## src/rtl/mem_port_arbiter.sv

```systemverilog
// mem_port_arbiter: shares one memory port between fetch and load/store, with data
// priority, a starvation guard for fetch and in-order routing of read responses.
module mem_port_arbiter #(
    parameter int AW         = 32,
    parameter int DW         = 32,
    parameter int LATENCY    = 1,
    parameter int STARVE_MAX = 4
) (
    input  logic              clk,
    input  logic              rst_n,
    input  logic              if_req,
    input  logic [AW-1:0]     if_addr,
    output logic              if_gnt,
    output logic              if_rvalid,
    output logic [DW-1:0]     if_rdata,
    input  logic              d_req,
    input  logic              d_we,
    input  logic [DW/8-1:0]   d_be,
    input  logic [AW-1:0]     d_addr,
    input  logic [DW-1:0]     d_wdata,
    output logic              d_gnt,
    output logic              d_rvalid,
    output logic [DW-1:0]     d_rdata,
    output logic              mem_en,
    output logic              mem_we,
    output logic [DW/8-1:0]   mem_be,
    output logic [AW-1:0]     mem_addr,
    output logic [DW-1:0]     mem_wdata,
    input  logic [DW-1:0]     mem_rdata
);
    localparam logic [3:0] SMAX = 4'(STARVE_MAX);

    logic [3:0]         starve_cnt;
    logic               fetch_pri;
    logic               push;
    logic [LATENCY-1:0] trk_vld;
    logic [LATENCY-1:0] trk_src;

    // A starved fetch overrides the normal data-first priority.
    assign fetch_pri = if_req && starve_cnt == SMAX;
    assign if_gnt    = rst_n && if_req && (fetch_pri || !d_req);
    assign d_gnt     = rst_n && d_req && !fetch_pri;

    always_comb begin
        mem_en    = if_gnt | d_gnt;
        mem_we    = d_gnt & d_we;
        mem_be    = if_gnt ? '1 : d_gnt ? d_be : '0;
        mem_addr  = if_gnt ? if_addr : d_gnt ? d_addr : '0;
        mem_wdata = d_gnt ? d_wdata : '0;
        push      = if_gnt | (d_gnt & ~d_we);
    end

    always_ff @(posedge clk or negedge rst_n) begin
        if (!rst_n) begin
            starve_cnt <= '0;
            trk_vld    <= '0;
            trk_src    <= '0;
        end else begin
            starve_cnt <= (!if_req || if_gnt) ? 4'd0 :
                          (starve_cnt < SMAX) ? starve_cnt + 4'd1 : starve_cnt;
            trk_vld[0] <= push;
            trk_src[0] <= d_gnt;
            for (int i = 1; i < LATENCY; i++) begin
                trk_vld[i] <= trk_vld[i-1];
                trk_src[i] <= trk_src[i-1];
            end
        end
    end

    assign if_rvalid = trk_vld[LATENCY-1] & ~trk_src[LATENCY-1];
    assign d_rvalid  = trk_vld[LATENCY-1] & trk_src[LATENCY-1];
    assign if_rdata  = mem_rdata;
    assign d_rdata   = mem_rdata;
endmodule

```

## config.mk

```make
export PLATFORM = sky130hd
export DESIGN_NAME = mem_port_arbiter
export DESIGN_NICKNAME = d
export VERILOG_FILES = /design/src/rtl/mem_port_arbiter.sv
export SDC_FILE = /design/constraint.sdc
export NUM_CORES = 1
export LEC_CHECK = 0
export ABC_AREA = 1
export CAP_MARGIN = 15
export CORE_AREA = 5 5 104 106
export DETAILED_ROUTE_END_ITERATION = 12
export DIE_AREA = 0 0 109 111
export PLACE_DENSITY = 0.66
export SLEW_MARGIN = 20
export SYNTH_ARGS = -nofsm -noshare
export SYNTH_HDL_FRONTEND = slang
export SYNTH_SLANG_ARGS = --single-unit
```

## constraint.sdc

```tcl
create_clock -name clk -period 1.85 [get_ports clk]
set_clock_uncertainty 0.2 [all_clocks]
set_input_delay 0.2775 -clock clk [delete_from_list [all_inputs] [get_ports clk]]
set_output_delay 0.2775 -clock clk [all_outputs]
set_load 0.005 [all_outputs]
```

# After elaboration in Yosys (flattened, before gate mapping)
# Index checks and enable logic that the tools add are counted.
word_totals:
  output_inout_bits: 138
  in_bits: 137
  word_cells: 32
  ff_bits: 6
classes:
  mux: 7
  n_eq_ne: 1
  order_cmp: 1
  n_bitwise: 8
  reduce_logical: 11
  addsub: 1
op_table:
  columns: ["cell", "count"]
  rows:
  - ["$mux 32", 3]
  - ["$mux 4", 4]
  - ["$logic_and 1x1->1", 5]
  - ["$add 4x1->4 const B", 1]
  - ["$and 1x1->1", 4]
  - ["$eq 4x3->1 const B", 1]
  - ["$lt 4x3->1 const B", 1]
  - ["$logic_not 1->1", 3]
  - ["$logic_or 1x1->1", 2]
  - ["$not 1->1", 2]
  - ["$or 1x1->1", 2]
  - ["$reduce_bool 2->1", 1]

# Longest topological paths before layout
logic_depth:
  word_depth: 6
  depth_mapped: 9
  mapped_depth_nobuf: 9

# Least setup slack after synthesis
# OpenSTA, ideal clock, no wires.
synth_timing:
  kind: "reg2out"
  from: "register starve_cnt[0]"
  to: "output port mem_addr[0]"
  path_stages_with_launch: 9
  required_ns: 1.372
  n_path_buf: 1
  t_arrival_ns: 1.189
  slack_ns: 0.183
  cell_sequence: "dfrtp_1 -> inv_1 -> ha_1 -> nand2_1 -> inv_1 -> nand2_2 -> nand3_2 -> buf_4 -> o21ai_1"
synth_between:
  elab_chain_len: 6
  elab_cells_between_ends: 8
  classes_between: "eq/ne: 1; mux: 2; reduce/logical: 5"
synth_rtl:
  columns: ["element", "line", "rtl"]
  rows:
  - ["start, declared", "33", "logic [3:0] starve_cnt;"]
  - ["start signal, assigned", "59", "starve_cnt <= (!if_req || if_gnt) ? 4'd0 :"]
  - ["$eq 4x3->1 *", "40", "assign fetch_pri = if_req && starve_cnt == SMAX;"]
  - ["$logic_and 1x1->1 *", "40", null]
  - ["$logic_not 1->1", "42", "assign d_gnt = rst_n && d_req && !fetch_pri;"]
  - ["$logic_and 1x1->1", "42", null]
  - ["$mux 32", "48", "mem_addr = if_gnt ? if_addr : d_gnt ? d_addr : '0;"]
  - ["$mux 32 *", "48", null]
  - ["end, declared", "27", "output logic [AW-1:0] mem_addr,"]
# Mark *: on every way between the ends. The rest lies on a longest branch, timed or not.

# Final worst setup path
layout_timing:
  from: "register starve_cnt[1]"
  to: "output port mem_addr[31]"
# The elaborated chain is that of the path after synthesis.

==> key figures <==
Synthesis
  • Post-synthesis simple-gate area fraction: 0.222
  • Sequential share of the synthesized area: 0.0918
  • Synth Net Count: between 400 and 500
  • Synth Area in Compound Gates: 0.135
  • Adder-cell share of the synthesized area: 0.0153
  • Post-Synth XOR/XNOR Area: 0.00536
  • Avg Inst Size Synth: 5.68 sq um
  • Distinct cell type count after synthesis: 19
  • Flops & latches, synth: 6
  • Mux contribution to synthesized area: 0
  • Syn. warnings: 0
  • Synthesized area: approximately 1600 sq um
  • Largest family of logic cells by synthesized area: buffers and inverters
  • Mapped Cells: about 290

Clocking
  • CTS tree: yes
  • CTS Buf Count: 3
  • Clock latency on the worst-skew pair: about 0.22 ns
  • Clk root buf: clkbuf_8
  • Clock Path Buffers: 2
  • Clk slew on worst S/H paths: about 0.040 ns
  • Cts hold-fix bufs: 0
  • CTS Sinks: 6
  • CTS H-tree depth: 1

Die
  • Starting Density: 0.169
  • FP Rows: 36
  • Die area: 12100 sq um
  • Core area: 9680 sq um
  • IO Count: roughly 280
  • Die W: between 100 and 150 um
  • Chip height: roughly 110 um

Timing
  • Post-layout min period: 2.19 ns
  • Post-layout worst setup margin: -0.340 ns
  • RSZ-0062 raised after global routing: yes
  • Fmax achieved: between 0.4 and 0.5 GHz
  • Tightest Pin Transition: 0.224 ns
  • Setup violators final: slightly above 70
  • Final period util: 1.18
  • Slew HR: 0.850
  • Slew Viols, Final: 0
  • Final hold violations: 0

Global routing
  • Largest net degree at the start of global routing: 31
  • Gr usage total: 0.126
  • Congestion Overflow GR: 0
  • Initial antenna violation count: 0
  • First-pass GRT wire length: between 10 and 15 mm
  • Vias in the first global route: about 2400

Hold path
  • Worst hold-check path type: primary input to async pin

Route
  • Initial drt markers: 55
  • Via count: 2212
  • Drt drc: 0
  • Routed WL per cell: ~15 um
  • Via density per instance: approximately 3.9
  • ANT nets after route: 0
  • Drt first pass iters: 3
  • WL final: about 8.5 mm

Place
  • DP HPWL: approximately 5.9 mm
  • GPL Wtd Cong: just under 0.8
  • Worst slack at placement: -0.659 ns
  • PortBufs: approximately 180

Setup path
  • Worst setup SP type: flop
  • CP Capture Type: primary output
  • CP Max Fanout: 6
  • Worst EP arrival: ~1.7 ns
  • Required time worst endpoint: 1.37 ns
  • Critical path type: flop to primary output

Cells and area
  • Ant diodes: 0
  • Commonest non-fill, non-tap cell in the layout: clkdlybuf4s50_1
  • Area grow syn2layout: 127%
  • # nets final: around 580
  • Share of layout cells above drive strength 1: 0.456
  • Commonest non-fill, non-tap cells in the layout: clkdlybuf4s50_1, inv_1, buf_2, o21ai_2, nand3_1

Status
  • Outcome: finished with violations
  • Failing checks: negative setup slack

Pwr
  • Pwr Total: between 1 and 1.5 mW
  • PwrDens: roughly 300 nW/um^2
  • Leak pwr: between 1.5 and 2 nW
  • Peak supply drop: about 0.00016 V

Flow run
  • Maxcap violations: 0
cell families after synthesis:
| group | Yosys count |
|---|---|
| buffers and inverters | 158 |
| and+or+nand+nor | 81 |
| AOI/OAI and AO/OA | 40 |
| DFF | 6 |
| adders and majority gates | 2 |
| xor gates and xnor gates | 1 |
synthesized netlist by cell type:
library cell | count | area [sq um]
a21oi_1 | 2 | 10.0
buf_2 | 6 | 30.0
buf_4 | 71 | 533
dfrtp_1 | 6 | 150
ha_1 | 2 | 25.0
inv_1 | 80 | 300
inv_2 | 1 | 3.75
nand2_1 | 6 | 22.5
nand2_2 | 1 | 6.26
nand2_4 | 1 | 11.3
nand3_1 | 32 | 160
nand3_2 | 1 | 10.0
nor2_1 | 39 | 146
nor2_2 | 1 | 6.26
o211ai_1 | 1 | 7.51
o21ai_0 | 2 | 10.0
o21ai_1 | 30 | 150
o21ai_2 | 5 | 43.8
xor2_1 | 1 | 8.76
per-stage QoR:
step	instance area, sq um	instances	util	TNS [ns]	hold WS (ns)
final	3710	567	0.383	-18.97	0.00630
after global routing	3710	567	0.383	-25.03	0.0372
after CTS	3480	562	0.360	-23.89	0.00135
after detailed placement	3160	536	0.327	-42.17	0.355
after global placement	3160	536	0.327	-41.02	0.355
after floorplan	1640	288	-	0	-0.218
state kept, by name (all words and copies together), names as in the netlist:
| register | count |
|---|---|
| starve_cnt | 4 |
| trk_src | 1 |
| trk_vld | 1 |
worst max-delay path, cell delays in order, from the launching register on:
cell and delay [ns]:
dfrtp_1 0.39, inv_2 0.09, ha_4 0.14, nand2_2 0.05, inv_2 0.06, nand2_4 0.07
nand2_8 0.09, buf_12 0.12, buf_6 0.10, buf_6 0.11, nand3_2 0.06, o21ai_1 0.08
buf_2 0.13
final timing paths:
check                           slack [ns]  cells past startpoint             to     startpoint
worst max register to register        0.15                     11  starve_cnt[0]  starve_cnt[1]
worst min-delay path                 0.006                      2  starve_cnt[0]          rst_n
worst max-delay path                 -0.34                     12   mem_addr[31]  starve_cnt[1]
max in group asynchronous             1.32                      2  starve_cnt[3]          rst_n
min in group clk                      0.36                      0     d_rdata[1]   mem_rdata[1]
worst min register to register        0.44                      3  starve_cnt[2]  starve_cnt[2]
final cells by class:
class	instances	area (sq um)
fill	1021	5970
timing repair buffer	220	2090
multi-input combinational	124	957
inverter	81	304
tap	133	166
sequential	6	150
clock buffer	3	41.3
power breakdown:
group | switching [mW] | internal [mW]
Combinational | 0.305 | 0.474
Clock | 0.0572 | 0.140
Sequential | 0.00656 | 0.142
routing by layer:
metal	vias up	GRT usage	wire, um
met1	992	0.133	3110
li1	1078	-	-
met5	-	0	0
met3	27	0.0338	751
met2	115	0.238	4470
met4	0	0.0387	178
timing repair:
| action | 4_1_cts | 5_1_grt |
|---|---|---|
| pin swaps | 3 | 7 |
| cloned | 5 | 4 |
| endpoints found under the setup margin | 72 | 75 |
| setup buffers | 18 | 9 |
| resized for setup | 304 | 84 |
Note: power is estimated with default switching activity, not from simulation.
